===== src/rtl/digit_mux_scheduler.sv =====
// Multiplexed seven-segment digit scheduler: a blank/dwell sequence drives one-hot digit
// enables, and new values commit only at frame boundaries through a shadow buffer.
//
// state    | meaning
// ---------+-------------------------------------------------------------
// ST_BLANK | all digits off for BLANK_CYCLES; hex_out already shows the next digit
// ST_DRIVE | digit idx enabled for DWELL_CYCLES
module digit_mux_scheduler #(
    parameter int NUM_DIGITS   = 2,
    parameter int DIGIT_W      = 4,
    parameter int DWELL_CYCLES = 100,
    parameter int BLANK_CYCLES = 4
) (
    input  logic                          clk,
    input  logic                          reset,
    input  logic                          load_valid,
    input  logic [NUM_DIGITS*DIGIT_W-1:0] load_data,
    output logic                          load_ready,
    output logic [DIGIT_W-1:0]            hex_out,
    output logic [NUM_DIGITS-1:0]         digit_en,
    output logic                          blank,
    output logic                          frame_done
);

    localparam int CNT_MAX = (DWELL_CYCLES > BLANK_CYCLES) ? DWELL_CYCLES : BLANK_CYCLES;
    localparam int CNT_W   = (CNT_MAX > 1) ? $clog2(CNT_MAX) : 1;
    localparam int IDX_W   = $clog2(NUM_DIGITS);

    localparam logic [CNT_W-1:0] BLANK_LAST = CNT_W'(BLANK_CYCLES - 1);
    localparam logic [CNT_W-1:0] DWELL_LAST = CNT_W'(DWELL_CYCLES - 1);
    localparam logic [IDX_W-1:0] IDX_LAST   = IDX_W'(NUM_DIGITS - 1);

    typedef enum logic {
        ST_BLANK = 1'b0,
        ST_DRIVE = 1'b1
    } state_t;

    state_t                               state, state_nxt;
    logic [CNT_W-1:0]                     cnt, cnt_nxt;
    logic [IDX_W-1:0]                     idx, idx_nxt;
    logic                                 frame_end;
    logic                                 pending;
    logic [NUM_DIGITS-1:0][DIGIT_W-1:0]   active;
    logic [NUM_DIGITS-1:0][DIGIT_W-1:0]   shadow;

    always_ff @(posedge clk or negedge reset) begin
        if (!reset) begin
            state <= ST_BLANK;
            cnt   <= '0;
            idx   <= '0;
        end else begin
            state <= state_nxt;
            cnt   <= cnt_nxt;
            idx   <= idx_nxt;
        end
    end

    always_comb begin
        state_nxt = state;
        cnt_nxt   = cnt + CNT_W'(1);
        idx_nxt   = idx;
        frame_end = 1'b0;
        digit_en  = '0;
        blank     = 1'b1;
        case (state)
            ST_BLANK: begin
                if (cnt == BLANK_LAST) begin
                    state_nxt = ST_DRIVE;
                    cnt_nxt   = '0;
                end
            end
            ST_DRIVE: begin
                blank    = 1'b0;
                digit_en = NUM_DIGITS'(1) << idx;
                if (cnt == DWELL_LAST) begin
                    state_nxt = ST_BLANK;
                    cnt_nxt   = '0;
                    idx_nxt   = (idx == IDX_LAST) ? '0 : idx + IDX_W'(1);
                    frame_end = (idx == IDX_LAST);
                end
            end
            default: begin
                state_nxt = ST_BLANK;
                cnt_nxt   = '0;
            end
        endcase
    end

    // Commit and accept are mutually exclusive: accept needs pending low, commit needs it high.
    always_ff @(posedge clk or negedge reset) begin
        if (!reset) begin
            active     <= '0;
            shadow     <= '0;
            pending    <= 1'b0;
            frame_done <= 1'b0;
        end else begin
            frame_done <= frame_end;
            if (frame_end && pending) begin
                active  <= shadow;
                pending <= 1'b0;
            end else if (load_valid && !pending) begin
                shadow  <= load_data;
                pending <= 1'b1;
            end
        end
    end

    assign load_ready = ~pending;
    assign hex_out    = active[idx];

endmodule


===== config.mk =====
export PLATFORM = sky130hd
export DESIGN_NAME = digit_mux_scheduler
export DESIGN_NICKNAME = d
export VERILOG_FILES = /design/src/rtl/digit_mux_scheduler.sv
export SDC_FILE = /design/constraint.sdc
export NUM_CORES = 1
export LEC_CHECK = 0
export CAP_MARGIN = 5
export CORE_ASPECT_RATIO = 1.2
export CORE_MARGIN = 8
export CORE_UTILIZATION = 35
export CTS_CLUSTER_DIAMETER = 100
export DETAILED_ROUTE_END_ITERATION = 8
export GPL_ROUTABILITY_DRIVEN = 0
export MAX_ROUTING_LAYER = met4
export PLACE_DENSITY = 0.55
export REMOVE_ABC_BUFFERS = 1
export SLEW_MARGIN = 15
export SYNTH_ARGS = -nofsm -noshare
export SYNTH_HDL_FRONTEND = slang
export SYNTH_SLANG_ARGS = --single-unit

===== constraint.sdc =====
create_clock -name clk -period 5.35 [get_ports clk]
set_input_delay 0.535 -clock clk [delete_from_list [all_inputs] [get_ports clk]]
set_output_delay 0.535 -clock clk [all_outputs]
set_load 0.01 [all_outputs]

After elaboration in Yosys (flattened, before gate mapping). Index checks and enable logic that the tools add are counted.

Input port bits: 11. Word-level logic and storage cells: 39. Output and inout bits: 9. Bits in registers: 27.

Reductions and logical operators: 6. Equal/unequal tests: 2. Magnitude comparators: 1. Bitwise gates (word level): 3. Mux-type cells: 15. Shift operators: 1. Add/sub/neg operators: 2.

Operators with widths (number): 2-to-1 mux 7 bit (2); case mux 7 bit (2 select lines) (1); 2-to-1 mux 1 bit (8); 2-to-1 mux 4 bit (2); adder 7 x 1 -> 7 bit (second input constant) (1); == test 7 x 2 -> 1 bit (second input constant) (1); == test 7 bit (second input constant) (1); AND reduction 2 bit (2); NOT 1 bit (3); logical AND 1 bit (2); < comparator 1 x 2 -> 1 bit (second input constant) (1); 2-to-1 mux 2 bit (1); case mux 1 bit (2 select lines) (1); nonzero test 2 bit (1); left shift 1 x 1 -> 2 bit (first input constant) (1); adder 1 bit (second input constant) (1); zero test 1 bit (1).

Longest topological paths before layout.
Depth after elaboration: 6. Mapped depth: 4. Mapped depth without buffers: 4.

Worst setup path after synthesis. OpenSTA, ideal clock, no wires.

Kind: reg2reg. Start point: register cnt[2]. End point: register active[0] in the netlist's numbering. Data required time: 5.225 ns. Cell stages (with the launch flop): 5. Data arrival time: 1.747 ns. Clock period less this slack: 1.872 ns. Setup slack: 3.478 ns. Path through: dfrtp_1 -> clkbuf_2 -> or3_4 -> nor4_4 -> mux2_2.

Longest elaborated chain between the ends: 4.

Ends and longest elaborated chain: start, declared (line 39) `logic [CNT_W-1:0] cnt, cnt_nxt;`; start signal, assigned (line 53) `cnt <= cnt_nxt;`; == test 7 bit (line 75) `if (cnt == DWELL_LAST) begin`; 2-to-1 mux 1 bit (line 75); 2-to-1 mux 1 bit (line 65) `case (state)`; logical AND 1 bit (line 98) `if (frame_end && pending) begin`; end signal, assigned (line 99) `active <= shadow;`; end, declared (line 43) `logic [NUM_DIGITS-1:0][DIGIT_W-1:0] active;`.

No other way between the ends. A chain may end at the register's enable or synchronous reset.

Worst setup path in the final report.
Start point: register idx. End point: output hex_out[3].

Longest elaborated chain between the ends: 2.

Ends and longest elaborated chain: start, declared (line 40) `logic [IDX_W-1:0] idx, idx_nxt;`; start signal, assigned (line 54) `idx <= idx_nxt;`; 2-to-1 mux 4 bit (implied by the code) (2 in series) (line 109) `assign hex_out = active[idx];`; end, declared (line 19) `output logic [DIGIT_W-1:0] hex_out,`.

No other way between the ends. The select of a mux whose other input is x is not followed.

==> impl_results.md <==
* Worst Hold Endpoint: cnt[0]
* Worst Path Arrival at 1.70 ns
* Final min period at 2.24 ns
* NumNets Final at 130
* Num CTS Buffers at 3
* Buffers on Ports at 19
* CTS resizes at 0
* H-tree depth at 1
* DR iter-0 viols at 29
* Dominant cell type by area after synthesis: dfrtp_1
* Die Y at 80.1 µm
* Design Area, Final at roughly 1500 µm²
* Post-Syn Area at 1200 µm²
* DP Area at 1430 µm²
* Unrepaired setup endpoints after global routing: false
* Initial antenna violation count at 0
* GRT Overall Usage at 8.96%
* Post-synthesis cell type count at 27
* Peak VDD IR at roughly 0.00015 V
* Clock Root Buffer: clkbuf_8
* Largest net degree at the start of global routing at 28
* Setup TNS at 0 ns
* R2R cell count at 3
* Final hold violations at 0
* Worst Tran Pin Value at 0.626 ns
* Synth Warn # at 0
* Ranking of synthesized cells by area: dfrtp_1, mux2_2, nor4_4
* PD cells at 234 nW/µm²
* Share of cells above drive strength 1 at roughly a quarter
* Max cap viols at 0
* Most common cell after layout, fill and taps aside: dfrtp_1
* Crit. End Element: output port
* Clk Latency, worst-skew pair at 0.27 ns
* Syn Inst Count at 96
* Initial core utilization at between 30% and 40%
* IO Pins at 20
* Die area at 5560 µm²
* Hold Crit Class: register to register
* Post-synth top area share at a little under three fifths
* Number of global-route vias before repair at 873
* Worst hold start: cnt[0]
* Worst Hold Depth at 1
* Crit share post-route at around two fifths
* CTS hold repair buffers at 0
* RR Endpoint: active[4]
* DR WL/cell at between 10 and 15 µm
* Fmax at 447 MHz
* HPWL Detailed at ~1.6 mm
* Critical Path RT at just under 5 ns
* Status: finished, final reports clean
* Synthesis-stage register bit count at 27
* Area grow syn2layout at 23.2%
* CTS tree: built
* Core footprint at 3310 µm²
* Max-slew headroom at roughly three fifths
* Startpoint Class: register
* Setup violators final at 0
* Via density at between 5 and 6
* Commonest cells after routing, fill and taps aside: dfrtp_1, mux2_2, clkdlybuf4s50_1
* Fin. max-slew vios at 0
* Final wirelength at between 2 and 2.5 mm
* Post-CTS setup buffers at 0
* Antenna Violating Nets Remaining at 0
* Worst Skew at 0.00616 ns
* Worst Path Max Fanout at 9
* Clock transition at path regs at 0.09 ns
* Congestion Overflow GR at 0
* Clock Tree Buf Depth at 2
* Critical R2R Launch: cnt[3]
* Clk sinks at 27
* Remaining design rule violation count at 0
* Crit Path Category: register to output port
* FP Rows at 23
* First-pass GRT wire length at 4.02 mm
* Vias at roughly 800
* Leakage power at around 0.65 nW
* Drt first pass iters at 4
* Overall die width at a little under 70 µm
* Avg Cell Area, Syn at about 12 µm²
* R2r setup slk at between 3 and 4 ns
* Register area share after synthesis at 56.4%
* # diodes at 0
==> cell usage after synthesis <==
| master | n |
|---|---|
| a21boi_0 | 1 |
| a21oi_1 | 3 |
| and2_1 | 2 |
| clkbuf_1 | 2 |
| clkbuf_2 | 1 |
| dfrtp_1 | 27 |
| ha_1 | 1 |
| inv_1 | 5 |
| mux2_2 | 20 |
| mux2i_1 | 1 |
| nand2_1 | 4 |
| nand2b_1 | 1 |
| nand3_1 | 3 |
| nand4_1 | 2 |
| nor2_1 | 5 |
| nor2b_1 | 2 |
| nor3_1 | 2 |
| nor4_4 | 1 |
| o21ai_0 | 4 |
| o21bai_1 | 1 |
| o41ai_1 | 1 |
| or2b_1 | 1 |
| or3_1 | 1 |
| or3_4 | 1 |
| or4b_2 | 1 |
| xnor2_1 | 2 |
| xor2_1 | 1 |
==> logic make-up after synthesis <==
| family | share of synthesized area, % |
|---|---|
| AO/OA/AOI/OAI | 4.91 |
| XOR/XNOR | 2.19 |
| adder cells (fa/ha/maj) | 1.04 |
| buffers and inverters | 2.61 |
| flip-flops | 56.4 |
| multiplexers | 19.6 |
| AND/OR/NAND/NOR | 13.3 |
==> area by class of cell <==
class,count,area (µm²)
fillers,324,1830
clock buffers,3,41.3
multi-input cells,61,492
repair buffers,20,198
flip-flops and latches,27,676
clock inverters,1,5.00
inverters,5,18.8
well taps,37,46.3
==> where the power goes <==
| part | total, mW | internal (mW) | switching, mW |
|---|---|---|---|
| Sequential | 0.214 | 0.211 | 0.00347 |
| Clock | 0.113 | 0.0521 | 0.0609 |
| Combinational | 0.0181 | 0.0119 | 0.00620 |
==> per-layer routing <==
layer / vias up / track usage, % / share of wire [%]
met4: 0 / 3.70 / 0.88
met1: 401 / 9.85 / 45
met2: 16 / 15.1 / 50
met3: 2 / 2.46 / 3.9
li1: 373 / - / -
met5: - / - / 0
==> how the worst max path moves through the flow <==
stage	start	to	slack, ns	depth (start not counted)
2_1_floorplan	cnt[3]	active[0]	3.52	3
3_3_place_gp	load_valid	shadow[5]	3.30	3
3_5_place_dp	load_valid	shadow[6]	3.28	3
4_1_cts	idx	hex_out[0]	3.08	2
5_1_grt	idx	hex_out[0]	3.00	2
6_report	idx	hex_out[3]	3.11	2
==> worst max-delay path, stage by stage (launching register included) <==
cell             delay (ns)
dfrtp_1                0.57
mux2_2                 0.38
clkdlybuf4s50_1        0.48
==> state kept, by name (all words and copies together) (netlist names) <==
signal,flops
active,8
shadow,8
idx,1
state,1
frame_done,1
pending,1
cnt,7
==> per-stage QoR <==
step / power [mW] / setup slack, ns / util (%) / instances / hold WS (ns)
4_1_cts: 0.351 / 3.08 / 44.6 / 154 / 0.493
5_1_grt: 0.366 / 3.00 / 44.6 / 154 / 0.527
3_3_place_gp: 0.237 / 3.30 / 43.2 / 150 / 0.470
2_1_floorplan: 0.223 / 3.52 / - / 93 / 0.239
6_report: 0.345 / 3.11 / 44.6 / 154 / 0.496
3_5_place_dp: 0.237 / 3.28 / 43.2 / 150 / 0.480
Note: power is estimated with default switching activity, not from simulation.
